[src/rtl/sobel_magnitude_sqrt_if.sv]
// Handshake and operand bus between the Nios custom-instruction port and
// the Sobel gradient-magnitude square-root unit.
`timescale 1ns/1ps

interface sobel_magnitude_sqrt_if;
   logic        clk_en;
   logic        start;
   logic [31:0] dataa;
   logic [31:0] datab;
   logic        done;
   logic [31:0] result;

   modport master (
      output clk_en, start, dataa, datab,
      input  done, result
   );

   modport slave (
      input  clk_en, start, dataa, datab,
      output done, result
   );
endinterface

[src/rtl/sobel_magnitude_sqrt.sv]
// floor(sqrt(Gx^2 + Gy^2)) by restoring digit-by-digit square root, one root bit per cycle.
// Optional macro SOBEL_MAG_CLAMP_EN saturates the result to an 8-bit pixel (255).
`timescale 1ns/1ps

module sobel_magnitude_sqrt #(
   parameter int ITER = 17
) (
   input  logic                 clk,
   input  logic                 reset,
   sobel_magnitude_sqrt_if.slave bus
);

   localparam int RW = 2 * ITER;
   localparam int MW = ITER + 2;
   localparam int CW = $clog2(ITER);

   typedef enum logic [1:0] {
      IDLE = 2'd0,
      CALC = 2'd1,
      FIN  = 2'd2
   } state_t;

   state_t          state, next_state;
   logic [RW-1:0]   rad, rad_n;
   logic [MW-1:0]   rem, rem_n;
   logic [ITER-1:0] root, root_n;
   logic [CW-1:0]   cnt, cnt_n;
   logic            done, done_n;
   logic [31:0]     result, result_n;

   logic [32:0]     sum;
   logic [MW-1:0]   rem_shift;
   logic [MW-1:0]   trial;
   logic [31:0]     root_ext;

   assign sum       = {1'b0, bus.dataa} + {1'b0, bus.datab};
   assign rem_shift = {rem[ITER-1:0], rad[RW-1 -: 2]};
   assign trial     = {root, 2'b01};
   assign root_ext  = 32'(root);

   // A start is only taken from a quiet IDLE, so one arriving alongside done is dropped.
   always_comb begin
      next_state = state;
      rad_n      = rad;
      rem_n      = rem;
      root_n     = root;
      cnt_n      = cnt;
      done_n     = 1'b0;
      result_n   = result;
      case (state)
         IDLE: begin
            if (bus.start && !done) begin
               rad_n      = RW'(sum);
               rem_n      = '0;
               root_n     = '0;
               cnt_n      = CW'(ITER - 1);
               next_state = CALC;
            end
         end
         CALC: begin
            rad_n = rad << 2;
            if (rem_shift >= trial) begin
               rem_n  = rem_shift - trial;
               root_n = {root[ITER-2:0], 1'b1};
            end else begin
               rem_n  = rem_shift;
               root_n = {root[ITER-2:0], 1'b0};
            end
            if (cnt == '0) begin
               next_state = FIN;
            end else begin
               cnt_n = cnt - 1'b1;
            end
         end
         FIN: begin
            done_n = 1'b1;
`ifdef SOBEL_MAG_CLAMP_EN
            result_n = (root_ext > 32'd255) ? 32'd255 : root_ext;
`else
            result_n = root_ext;
`endif
            next_state = IDLE;
         end
         default: begin
            next_state = IDLE;
         end
      endcase
   end

   // Every register, including a raised done, freezes while clk_en is low.
   always_ff @(posedge clk or negedge reset) begin
      if (!reset) begin
         state  <= IDLE;
         rad    <= '0;
         rem    <= '0;
         root   <= '0;
         cnt    <= '0;
         done   <= 1'b0;
         result <= '0;
      end else if (bus.clk_en) begin
         state  <= next_state;
         rad    <= rad_n;
         rem    <= rem_n;
         root   <= root_n;
         cnt    <= cnt_n;
         done   <= done_n;
         result <= result_n;
      end
   end

   assign bus.done   = done;
   assign bus.result = result;

endmodule

[src/flat_wrapper.sv]
// flat-port wrapper written by rule: the top's interface ports become plain ports
module sobel_magnitude_sqrt_flat 
#(
   parameter int ITER = 17
)
  (clk, reset, bus_clk_en, bus_start, bus_dataa, bus_datab, bus_done, bus_result);
  sobel_magnitude_sqrt_if bus_i ();
  input  logic clk;
  input  logic reset;
  input wire logic [$bits(bus_i.clk_en)-1:0] bus_clk_en;
  input wire logic [$bits(bus_i.start)-1:0] bus_start;
  input wire logic [$bits(bus_i.dataa)-1:0] bus_dataa;
  input wire logic [$bits(bus_i.datab)-1:0] bus_datab;
  output wire logic [$bits(bus_i.done)-1:0] bus_done;
  output wire logic [$bits(bus_i.result)-1:0] bus_result;
  assign bus_i.clk_en = bus_clk_en;
  assign bus_i.start = bus_start;
  assign bus_i.dataa = bus_dataa;
  assign bus_i.datab = bus_datab;
  assign bus_done = bus_i.done;
  assign bus_result = bus_i.result;
  sobel_magnitude_sqrt #(.ITER(ITER)) u_core (.clk(clk), .reset(reset), .bus(bus_i));
endmodule
[config.mk]
export PLATFORM = sky130hd
export DESIGN_NAME = sobel_magnitude_sqrt_flat
export DESIGN_NICKNAME = d
export VERILOG_FILES = /design/src/rtl/sobel_magnitude_sqrt_if.sv /design/src/rtl/sobel_magnitude_sqrt.sv /design/src/flat_wrapper.sv
export SDC_FILE = /design/constraint.sdc
export NUM_CORES = 1
export LEC_CHECK = 0
export ABC_AREA = 0
export CAP_MARGIN = 30
export CORE_MARGIN = 5
export CORE_UTILIZATION = 56
export DETAILED_ROUTE_END_ITERATION = 10
export PLACE_DENSITY = 0.82
export RECOVER_POWER = 50
export SLEW_MARGIN = 0
export SYNTH_ARGS = -nofsm -noshare
export SYNTH_HDL_FRONTEND = slang
export SYNTH_SLANG_ARGS = --single-unit
[constraint.sdc]
create_clock -name clk -period 2.9 [get_ports clk]
set_input_delay 0.29 -clock clk [delete_from_list [all_inputs] [get_ports clk]]
set_output_delay 0.29 -clock clk [all_outputs]
set_load 0.03 [all_outputs]
==> flow_results.org, run 1 <==
** Outcome
- The run finished with clean final reports.

** Drt
- Starting DRT DRC Count :: 458
- Vias :: 6574
- The final layout contains routed wiring with a total length of between 15 and 20 mm.
- After detailed routing, the number of vias per cell comes to roughly 6.1.
- The first detailed-routing pass ran for 5 iterations.
- Once detail routing completed, the nets flagged for antenna violations numbered 0.
- After detailed routing, the number of remaining DRC violations is 0.
- Average wire length per cell after detail routing :: between 15 and 20 um

** Place
- During placement, the flow inserted port buffers numbering 85.
- Once placement finished, the instance area stood at 8043 sq um.
- Inst Count DP :: between 1000 and 1500
- HPWL after detailed placement :: 15.01 mm
- The congestion estimate from routability-driven global placement came to between 0.9 and 1.

** STA
- Final hold analysis gives a worst-case slack of ~0.48 ns.
- At the pin with the least slew margin, the transition time is 1.249 ns.
- Worst max-slew margin expressed relative to the limit :: 0.1673
- Derived from the worst setup path, the maximum achievable clock frequency is 0.3711 GHz.
- Setup violations remaining at the end of the flow were counted as 0.
- The number of hold violations in the final report was 0.
- Setup repair after global routing left no endpoint under its margin.
- Final slew viol count :: 0
- Final critical delay including setup and external delays :: 2.695 ns
- Period utilisation layout :: 0.9293
- Worst setup skew after layout :: 0.007877 ns

** Synthesis
- In the synthesized netlist, the number of instances is 817.
- Number of storage elements in the synthesis netlist :: 93
- Number of flops mapped to enable cells by yosys :: 0
- Per-instance average area after synthesis :: 8.481 sq um
- Area of the mapped netlist :: just under 7000 sq um
- In the synthesized netlist the dominant register cell turns out to be sky130_fd_sc_hd__dfrtp_1.
- The Yosys step of the flow raised 0 warnings.
- For this run, the register share of the synthesized area comes to 0.3359.
- Counting flops with an async set or reset pin after synthesis yields a share of 1.000.
- Distinct cells, synth :: 74

** Clock network
- Clock-pin slew of the registers on the worst-case setup and hold paths :: roughly 0.070 ns
- Number of CTS-inserted buffers :: 9
- The later pin in the worst-skew pair is clocked with a latency of 0.35 ns.
- The H-tree was split into 3 levels.
- In this run, post-CTS repair resized a total of 0 instances.
- After clock tree synthesis, the setup repair step added 0 buffers.
- Max Root-Sink Buffers :: 2
- Clock tree from TritonCTS :: yes
- Count of clock tree sinks :: 93
- CTS root buf :: sky130_fd_sc_hd__clkbuf_16

** Critical path
- Counting cells, the worst reg-to-reg path comes to 10.
- Startpoint-to-endpoint class of the critical path :: in -> reg
- Capture point of the worst path :: u_core.rad[32]
- Highest net fanout along the worst path :: 3
- STA puts the critical path data arrival time at just under 3 ns.
- The endpoint identified for the worst register-to-register timing path is u_core.rem[5].
- In this run the worst setup path begins at bus_datab[0].
- Type of element capturing the critical path :: flop
- The startpoint identified for the worst register-to-register timing path is u_core.root[0].
- The worst setup path is launched from an input pin.
- Across all register-to-register paths, the minimum setup slack is approximately 0.23 ns.
- Data on the critical path is required at its endpoint by 3.14 ns.

** Finish
- For this run, the post-layout net count is 1027.
- Number of fill cells :: between 900 and 1000
- Once layout is complete, the utilization of the core stands at 0.6910.
- Fraction of final layout cells with drive strength greater than 1 :: 0.08571
- Excluding fillers, the count of instances in the completed layout stands at 1078.
- Layout Cell Area excl Fill :: 8334 sq um
- Final antenna diode count :: 0
- Relative to the synthesized area, the layout overhead comes to 20.28%.

** Power
- Static power due to leakage :: 3.675 nW
- Max IR drop VDD :: 0.5417 mV
- Power density over the cells :: 1083 nW/um^2
- Pwr Total :: ~9 mW

** Global routing
- The total overflow left after global routing is 0.
- The number of antenna violations at the first check in global routing came to 0.
- Entering global routing, the biggest net connects 51 pins.
- The via count of the first global-routing pass came to 6651.
- For this run, global-route usage on met2 was measured as 0.4630.
- First-pass GRT wire length :: 31.93 mm
- In this run the most used layer during global routing was met2.
- In the global route stage, met3 resource usage came out at 0.04289.
- In the global route stage, met1 resource usage came out at 0.3348.
- For this run, the total global-route usage over all layers was measured as 0.2691.

** Die
- Die Area :: 14700 sq um
- The core region is 12060 sq um.
- Ports :: about 100
- Horizontal die dimension :: around 120 um
- Row count :: 40
- In this run the vertical extent of the chip is 121.2 um.
- The initial utilization of the core area, before any placement, comes to 0.5745.

** Hold path
- In this run the worst hold path is classified as reg -> reg.

** Flow run
- Number of maximum-capacitance violations :: 0
per-stage QoR:
stage / worst slack [ns] / setup TNS, ns
final: 0.2050 / 0
after global routing: 0.09633 / 0
after CTS: 0.2294 / 0
after detailed placement: -0.1349 / -0.4596
after global placement: -0.02227 / -0.02227
after floorplan: 0.4586 / 0
logic make-up (layout without fill, tap and decap cells):
| logic type | Yosys count | in the layout | share of synthesized area |
|---|---|---|---|
| other cells | 1 | 15 | 0.0005412 |
| fa+ha+maj | 54 | 54 | 0.09859 |
| buf+inv | 95 | 174 | 0.06176 |
| flops | 93 | 93 | 0.3359 |
| mux | 4 | 4 | 0.005959 |
| simple gates | 246 | 246 | 0.1789 |
| xor+xnor | 32 | 32 | 0.04045 |
| compound gates | 292 | 292 | 0.2779 |
layout make-up:
type | instances | area [sq um] | share of cell area
repair buffers | 125 | 1140 | 0.1368
clock inverters | 7 | 67.56 | 0.008107
clock buffers | 9 | 225.2 | 0.02702
flip-flops and latches | 93 | 2327 | 0.2792
well taps | 168 | 210.2 | 0.02522
multi-input cells | 643 | 4240 | 0.5088
inverters | 33 | 123.9 | 0.01486
sequential cells by signal, summed over array words and instances, names as in the netlist:
signal and flops:
u_core.root 17, u_core.bus.result 17, u_core.state 2, u_core.bus.done 1, u_core.rem 17, u_core.cnt 5
u_core.rad 34
synthesized netlist by cell type, drive strengths merged (4+ instances only):
library cell  count  area [sq um]
o31ai            10         75.07
o22ai            17         106.4
o21a             12         97.59
a211oi            6         50.05
dfrtp            93          2327
nor2b             7         43.79
ha               53         663.1
and3             19         118.9
or2               4         25.02
buf              22         152.7
nand3            17         85.08
o2111ai           4         35.03
nand2b            8         50.05
a21o             29         217.7
nor2             40         150.1
nor3             16         80.08
xor2             11         96.34
and2              6         40.04
o21bai            5         37.54
nand3b            4         30.03
nand2            87         334.1
o311ai            4         35.04
nand4            14         87.58
clkbuf           40         151.4
xnor2            21         183.9
o21ai            69         345.3
inv              33         123.9
o311a             4         40.04
a31oi            10         77.57
or3              10         62.56
a41oi             5         51.30
o211ai           22         170.2
a21oi            67         339.1
worst min path at each step:
stage                           from                     to  slack (ns)  depth (start not counted)
6_report       u_core.bus.result[12]  u_core.bus.result[12]        0.48                          2
5_1_grt                u_core.rad[6]          u_core.rad[6]        0.51                          2
4_1_cts        u_core.bus.result[12]  u_core.bus.result[12]        0.49                          2
3_5_place_dp                   reset  u_core.bus.result[15]        0.35                          1
3_3_place_gp                   reset        u_core.root[15]        0.34                          1
2_1_floorplan                  reset        u_core.bus.done      -0.006                          0
placed cells by master (no fill, tap or decap), types with 14 or more instances in the layout:
cell type                          n
sky130_fd_sc_hd__buf_4            36
sky130_fd_sc_hd__dfrtp_1          93
sky130_fd_sc_hd__o211ai_1         21
sky130_fd_sc_hd__inv_1            33
sky130_fd_sc_hd__nand3_1          17
sky130_fd_sc_hd__clkdlybuf4s50_1  84
sky130_fd_sc_hd__xnor2_1          21
sky130_fd_sc_hd__nor3_1           16
sky130_fd_sc_hd__and3_1           19
sky130_fd_sc_hd__o21ai_0          64
sky130_fd_sc_hd__nor2_1           40
sky130_fd_sc_hd__nand4_1          14
sky130_fd_sc_hd__o22ai_1          17
sky130_fd_sc_hd__ha_1             53
sky130_fd_sc_hd__a21oi_1          66
sky130_fd_sc_hd__conb_1           15
sky130_fd_sc_hd__a21o_1           29
sky130_fd_sc_hd__nand2_1          86
routing by layer:
layer | part of all wire | wire (um)
met2 | 0.48 | 9352
met5 | 0 | 0
met3 | 0.057 | 1110
met1 | 0.43 | 8329
met4 | 0.038 | 737
repair_timing:
item,CTS,global route
hold endpoints to repair,48,0
hold buffers,1,0
setup endpoints to repair,0,0
worst max-delay path: stages:
cell,delay (ns)
sky130_fd_sc_hd__clkdlybuf4s50_1,0.46
sky130_fd_sc_hd__ha_1,0.16
sky130_fd_sc_hd__inv_1,0.06
sky130_fd_sc_hd__fa_1,0.38
sky130_fd_sc_hd__and2b_1,0.25
sky130_fd_sc_hd__o31ai_1,0.09
sky130_fd_sc_hd__a21boi_0,0.24
sky130_fd_sc_hd__buf_4,0.16
sky130_fd_sc_hd__a211o_1,0.14
sky130_fd_sc_hd__o31a_1,0.24
sky130_fd_sc_hd__nand4_1,0.16
sky130_fd_sc_hd__a221oi_1,0.32
report_power, final:
group          switching [mW]  internal, mW
Sequential              0.352          1.88
Combinational            3.31          2.32
Clock                   0.558         0.602
Total                    4.22          4.80
No activity file was read; power rests on OpenSTA's default activity.
==> run 2, diff against run 1 <==
Settings changed: GPL_TIMING_DRIVEN set to 0.
==> run 2 against run 1 <==
Effect of this change: global-route usage is 1.6 points lower; non-clock buffer count up 25; critical path depth fell by 1; largest power group unchanged; sequential share of layout area down 0.092 points; sequential cell count stayed put; clock power about the same; wire length down 4.6%; combinational power fell by 0.7%; highest routed layer unchanged; cell count increased by 2.3%.
==> flow_results.org, run 2 (synthesis results as in run 1) <==
** Hold path
- In this run the most critical hold path is launched from bus_clk_en.
- Hold crit path type :: in -> reg
- The worst hold path was traced through 2 stages.
- Endpoint, Worst Hold :: u_core.state[1]

** Drt
- The detailed router finished its first iteration with 455 violations.
- In the final routed layout, each cell accounts on average for 16.90 um.
- After detailed routing, no signal wire sits above met4.
- Total met2 wirelength after detailed routing :: around 8.8 mm
- Mean number of vias per cell :: 5.990
- Met3 WL post-DR :: 1.236 mm
- After detailed routing, the number of remaining DRC violations is 0.
- First-pass iteration count of the detailed router :: 5
- For this block, the routed nets add up to 18.64 mm of wire.
- Number of nets with antenna violations after detailed routing :: 0
- Detailed routing inserted a total of 6607 vias.
- Post-route met1 wirelength :: 8.182 mm

** Power
- Static power due to leakage :: 3.658 nW
- VDD sags by at most about 0.47 mV.
- Dividing total power by cell area gives a power density of around 1100 nW/um^2.
- Pwr Total :: 8.962 mW

** Finish
- Ranked by flip-flop count, first place goes to u_core.rad.
- Final antenna diode count :: 0
- Final nets :: 1052
- Most common cell after layout, fill and taps aside :: sky130_fd_sc_hd__dfrtp_1
- Number of fill cells :: 1008
- The register with the most flip-flops in the layout has 34 of them.
- Relative to the synthesized area, the layout overhead comes to 20.68%.
- The multi-input combinational cells in the finished layout cover a total of 4243 sq um.
- Register cell area after layout :: between 2000 and 2500 sq um
- For this run, the share of the core covered by cells in the final layout is 0.6933.
- Fraction of final layout cells with drive strength greater than 1 :: 0.06631
- Commonest non-fill, non-tap cells in the layout :: sky130_fd_sc_hd__dfrtp_1, sky130_fd_sc_hd__nand2_1, sky130_fd_sc_hd__clkdlybuf4s50_1, sky130_fd_sc_hd__a21oi_1, sky130_fd_sc_hd__o21ai_0
- Leaving out filler cells and counting taps, the final layout contains between 1000 and 1500.

** Critical path
- Across all register-to-register paths, the minimum setup slack is 0.26 ns.
- In this design, the stage delay of the slowest critical-path cell is between 0.4 and 0.5 ns.
- The critical path in this run is classified as in -> reg.
- Worst Path Required :: 3.14 ns
- Number of buffer and inverter stages on the critical path :: 2
- R2r startpoint :: u_core.root[0]
- Category of the worst setup path launch point :: input pin
- Data arrives at the worst endpoint at around 3 ns.
- Ordered list of cells on the worst path :: clkdlybuf4s50_1 > ha_1 > inv_1 > fa_1 > and2b_2 > o31a_1 > o21ai_2 > a31oi_4 > a41oi_4 > or3_1 > o311ai_1
- Kind of cell adding the most delay to the critical path :: compound AO/OA/AOI/OAI gates
- In this run the critical register-to-register path is captured at u_core.rem[16].
- The worst setup path is captured at a flop.
- Count of cells along the worst register-to-register path :: 9
- Among all stages on the critical path, the largest delay is contributed by sky130_fd_sc_hd__clkdlybuf4s50_1.
- Along the worst path, the maximum fanout reaches 5.
- In this run the worst setup path begins at bus_datab[0].

** Clock network
- Count of clock tree sinks :: 93
- TritonCTS built the clock tree.
- Number of CTS-inserted buffers :: 9
- The clock passes through at most 2 buffers.
- CTS built an H-tree with a depth of 3.
- CTS root buf :: sky130_fd_sc_hd__clkbuf_16
- The later pin in the worst-skew pair is clocked with a latency of 0.35 ns.
- Clock-pin slew of the registers on the worst-case setup and hold paths :: 0.07 ns

** STA
- Worst max-slew margin expressed relative to the limit :: 0.2344
- Final hold analysis gives a worst-case slack of 0.3501 ns.
- TNS Setup :: 0 ns
- Highest attainable clock frequency :: 0.3634 GHz
- Subtracting the final worst setup slack from the clock period gives between 2 and 3 ns.
- Setup violations remaining at the end of the flow were counted as 0.
- Worst setup skew after layout :: between 0.006 and 0.007 ns
- Final slew viol count :: 0
- Setup repair after global routing missed its margin :: no
- The number of hold violations in the final report came to 0.
- Dividing the final minimum period by the clock period gives 0.9490.
- Pin slew with the least headroom to its limit :: 1.148 ns

** Outcome
- Outcome :: completed

** Place
- Final GP Congestion :: 0.9009
- After legalization and detailed placement, the total HPWL measured 14.28 mm.
- Number of port buffers :: between 80 and 90
- Inst Count DP :: 1084

** Global routing
- Summed over all layers, the global routing overflow is 0.
- The number of antenna violations at the first check in global routing came to 0.
- Largest net degree at the start of global routing :: 72
- First-pass GRT wire length :: 30.30 mm
- Vias in the first global route :: roughly 6300
- In the global route stage, overall resource usage came out at 0.2534.

** Flow run
- Number of maximum-capacitance violations :: 0

** Die
- Initial Util :: 0.5745
- Row count :: 40
- The total area inside the core boundary comes to 12060 sq um.
- Height of the die :: 121.2 um
- Horizontal die dimension :: ~120 um
- Ports :: a little over 100
- Die Area :: 14700 sq um
## run 2: how the worst max path moves through the flow
stage / endpoint / slack [ns] / cells past startpoint
after global placement: u_core.rem[2] / -1.85 / 1
after detailed placement: u_core.rad[30] / -0.32 / 11
after CTS: u_core.rad[30] / 0.02 / 11
final: u_core.rad[30] / 0.15 / 11
after floorplan: u_core.rad[30] / 0.46 / 10
after global routing: u_core.rad[30] / 0.01 / 11
## run 2: what timing repair did
| action | in CTS | in global routing |
|---|---|---|
| buffers inserted | 0 | 2 |
| endpoints found under the hold margin | 22 | 0 |
| hold buffers | 1 | 0 |
| endpoints found under the setup margin | 0 | 8 |
| gates resized for setup | 0 | 6 |
## run 2: metal layers
| metal | global-route usage | vias up |
|---|---|---|
| met5 | 0 | - |
| met4 | 0.07773 | 0 |
| met3 | 0.03170 | 32 |
| met2 | 0.4269 | 281 |
| met1 | 0.3415 | 3078 |
| li1 | - | 3216 |
## run 2: cell type report
| class | count | share of cell area |
|---|---|---|
| timing repair buffer | 88 | 0.1037 |
| clock inverter | 6 | 0.006734 |
| buffer | 62 | 0.03651 |
| clock buffer | 10 | 0.02738 |
| sequential | 93 | 0.2783 |
| tap | 168 | 0.02514 |
| inverter | 33 | 0.01481 |
| multi-input combinational | 643 | 0.5074 |
## run 2: power by group
group          internal (mW)  total, mW  switching (mW)
logic                   2.24       5.59            3.35
clock network          0.599       1.15           0.547
registers               1.88       2.23           0.342
## run 2: metrics by stage
step                      worst slack [ns]  cell area [sq um]
after floorplan                     0.4586               6982
after global placement              -1.854               8033
after detailed placement           -0.3195               8058
after CTS                          0.02379               8353
after global routing               0.01110               8362
final                               0.1478               8362
## run 2: worst reg2reg max path, cell delays in order, from the launching register on
cell	delay, ns
sky130_fd_sc_hd__dfrtp_1	0.37
sky130_fd_sc_hd__inv_1	0.14
sky130_fd_sc_hd__ha_1	0.30
sky130_fd_sc_hd__nor2b_1	0.16
sky130_fd_sc_hd__o2111ai_1	0.24
sky130_fd_sc_hd__nand3_1	0.19
sky130_fd_sc_hd__a221oi_1	0.57
sky130_fd_sc_hd__mux2i_1	0.29
sky130_fd_sc_hd__a211oi_2	0.07
sky130_fd_sc_hd__o31ai_1	0.23
==> run 3, diff against run 2 <==
Settings changed: CORE_UTILIZATION 56 to 50, GPL_TIMING_DRIVEN 0 to not set, PLACE_DENSITY 0.82 to 0.77.
Clock period 2.9 ns to 2.3 ns, I/O delays scaled along.
==> run 3 against run 2 <==
Effect of this change: the run now ends with negative setup slack left; power up 57%; register-to-register slack worse by 0.47 ns; worst hold slack worse by 0.050 ns; critical path type is now reg -> reg; clock skew up 0.0012 ns; via count up 8.4%.
==> flow_results.org, run 3 (synthesis results as in run 1) <==
** Global routing
- For this run, global-route usage on met1 was measured as 0.2986.
- Congestion Overflow GR :: 0
- Vias in the first global route :: 6761
- Global Route Usage Sum :: 0.2258
- Global route hottest layer :: met2
- Largest net degree at the start of global routing :: 73
- Initial antenna violation count :: 0
- For met3 alone, demand over resource in global routing was 0.02125.
- The first global-routing pass estimated 30.82 mm of wire.
- For met2 alone, demand over resource in global routing was 0.3854.

** Drt
- Starting DRT DRC Count :: 536
- The routed design has 20.28 mm of wire.
- In the routed design, unresolved DRC markers number 0.
- After detailed routing, the number of vias per cell comes to 5.798.
- Vias :: 7161
- Dividing the detail-routed wire length by the instance count gives 16.42 um.
- The first TritonRoute pass finished after 5 iterations.
- The count of nets left with antenna violations once routing finished came out at 0.

** Power
- Dividing total power by cell area gives a power density of 1418 nW/um^2.
- Max IR drop VDD :: 0.7128 mV
- Logic gate share of total power :: 0.689
- For this design the static power due to leakage is 4.491 nW.
- Of the total power, the share spent switching nets is 0.4383.
- Sw Pwr :: 6.181 mW
- Sequential power share :: 0.201
- Clock network fraction of design power :: 0.110
- Internal cell power :: 7.921 mW

** Die
- Initial Util :: 0.5051
- Horizontal die dimension :: about 130 um
- Die Area :: roughly 16000 sq um
- Core Region :: 13720 sq um
- The floorplan has 43 rows.
- Height of the die :: 127.7 um
- During I/O placement, the number of pins put on the boundary was 101.

** Place
- Once detailed placement completed, the half-perimeter wirelength came to 14.31 mm.
- Timing analysis after detailed placement gives a worst setup slack of -0.5656 ns.
- Final GP Congestion :: 0.9336
- Number of port buffers :: 85

** STA
- Setup repair after global routing could not meet its margin everywhere.
- Setup violations remaining at the end of the flow were counted as 16.
- At the pin with the least slew margin, the transition time is 1.205 ns.
- Worst setup skew after layout :: ~0.0073 ns
- After layout, the worst setup slack is -0.2099 ns.
- Highest attainable clock frequency :: 0.3984 GHz
- Final slew viol count :: 0
- Headroom to the max-slew limit came out at 0.1966.
- Final-report hold violation count :: 0
- After layout, the minimum clock period comes to 2.510 ns.
- Period utilisation layout :: 1.091
- Adding up every negative setup slack in the final design gives -1.202 ns.

** Finish
- The repair_antennas step left the layout with diodes totalling 0.
- Number of fill cells :: 991
- The register with the most flip-flops in the layout has 34 of them.
- Final nets :: between 1000 and 1500
- Ranked by flip-flop count, first place goes to u_core.rad.
- Of the cells placed in the final design, the portion with a size suffix greater than 1 is 0.2692.
- The area growth from synthesis to layout is 43.50%.
- In the layout the commonest cells are sky130_fd_sc_hd__buf_4, sky130_fd_sc_hd__dfrtp_1, sky130_fd_sc_hd__nand2_1, sky130_fd_sc_hd__clkdlybuf4s50_1, sky130_fd_sc_hd__o21ai_0.
- Most common cell after layout, fill and taps aside :: sky130_fd_sc_hd__buf_4

** Outcome
- Failing checks :: negative setup slack
- The run finished, with violations left.

** Clock network
- Clock tree from TritonCTS :: yes
- Clock-pin slew of the registers on the worst-case setup and hold paths :: 0.07 ns
- The clock drives 93 sinks.
- Max Root-Sink Buffers :: 2
- The tree is rooted in a sky130_fd_sc_hd__clkbuf_16.
- In this run, CTS created clock tree buffers numbering 9.
- H-tree levels :: 3
- Clock latency of the later-clocked register in the worst-skew pair :: approximately 0.34 ns

** Critical path
- The worst setup path is launched from a flop.
- Data arrives at the worst endpoint at about 2.7 ns.
- Worst Path Required :: 2.53 ns
- Highest net fanout along the worst path :: 5
- Type of element capturing the critical path :: flop
- Startpoint-to-endpoint class of the critical path :: reg -> reg

** Flow run
- Max-cap violations in this run came to 0.

** Hold path
- Hold crit path type :: in -> reg
## run 3: layout make-up
type | count | area [sq um] | area share
multi-input combinational | 645 | 4678 | 0.4705
sequential | 93 | 2327 | 0.2341
timing repair buffer | 268 | 2276 | 0.2289
clock buffer | 12 | 256.5 | 0.02580
tap | 180 | 225.2 | 0.02265
inverter | 33 | 123.9 | 0.01246
clock inverter | 4 | 56.30 | 0.005663
## run 3: what timing repair did
action                                  in CTS  in global routing
resized for setup                           24                 78
gates cloned                                 1                  1
endpoints found under the hold margin       21                  0
pin swaps                                   16                 46
buffers inserted                             6                 13
hold buffers                                 1                  0
endpoints found under the setup margin      29                 34
## run 3: worst paths after layout
kind                                 startpoint                   end  slack, ns  cells past startpoint
max                              u_core.root[0]         u_core.rem[5]      -0.21                     11
min                                bus_datab[0]         u_core.rad[0]       0.30                      3
max reg2reg                      u_core.root[0]         u_core.rem[5]      -0.21                     11
min reg2reg                u_core.bus.result[2]  u_core.bus.result[2]       0.48                      2
max in group asynchronous                 reset        u_core.rem[10]       0.41                      3
min in group asynchronous                 reset         u_core.rad[4]       0.66                      2
## run 3: power by group through the flow
stage | clock network (mW) | registers (mW) | logic, mW
floorplan | 0 | 2.91 | 5.05
global placement | 0 | 2.77 | 8.12
detailed placement | 0 | 2.80 | 8.28
CTS | 1.55 | 2.78 | 8.63
global route | 1.62 | 2.90 | 10.5
finish | 1.54 | 2.84 | 9.72
## run 3: stage by stage
step / total power, mW / cells / hold WS (ns) / utilization / instance area, sq um
after CTS: 12.97 / 1223 / 0.3260 / 0.6923 / 9498
after global routing: 15.03 / 1235 / 0.3222 / 0.7248 / 9943
final: 14.10 / 1235 / 0.3000 / 0.7248 / 9943
after detailed placement: 11.08 / 1199 / 0.1391 / 0.6607 / 9065
after global placement: 10.89 / 1199 / 0.1371 / 0.6607 / 9065
after floorplan: 7.962 / 831 / -0.06559 / - / 7018
## run 3: worst max-delay path, stage by stage, from the launching register on
cell and delay, ns:
sky130_fd_sc_hd__dfrtp_1 0.37, sky130_fd_sc_hd__inv_2 0.07, sky130_fd_sc_hd__ha_4 0.20, sky130_fd_sc_hd__o21a_1 0.12, sky130_fd_sc_hd__or4_4 0.44, sky130_fd_sc_hd__a21oi_4 0.16
sky130_fd_sc_hd__o21a_4 0.16, sky130_fd_sc_hd__nor4_4 0.05, sky130_fd_sc_hd__buf_6 0.15, sky130_fd_sc_hd__buf_6 0.11, sky130_fd_sc_hd__or3_1 0.30, sky130_fd_sc_hd__a32o_1 0.25
## run 3: per-layer routing
layer,vias up,wire (um)
met5,-,0
li1,3464,-
met2,243,9919
met1,3395,8625
met4,0,697
met3,59,1033
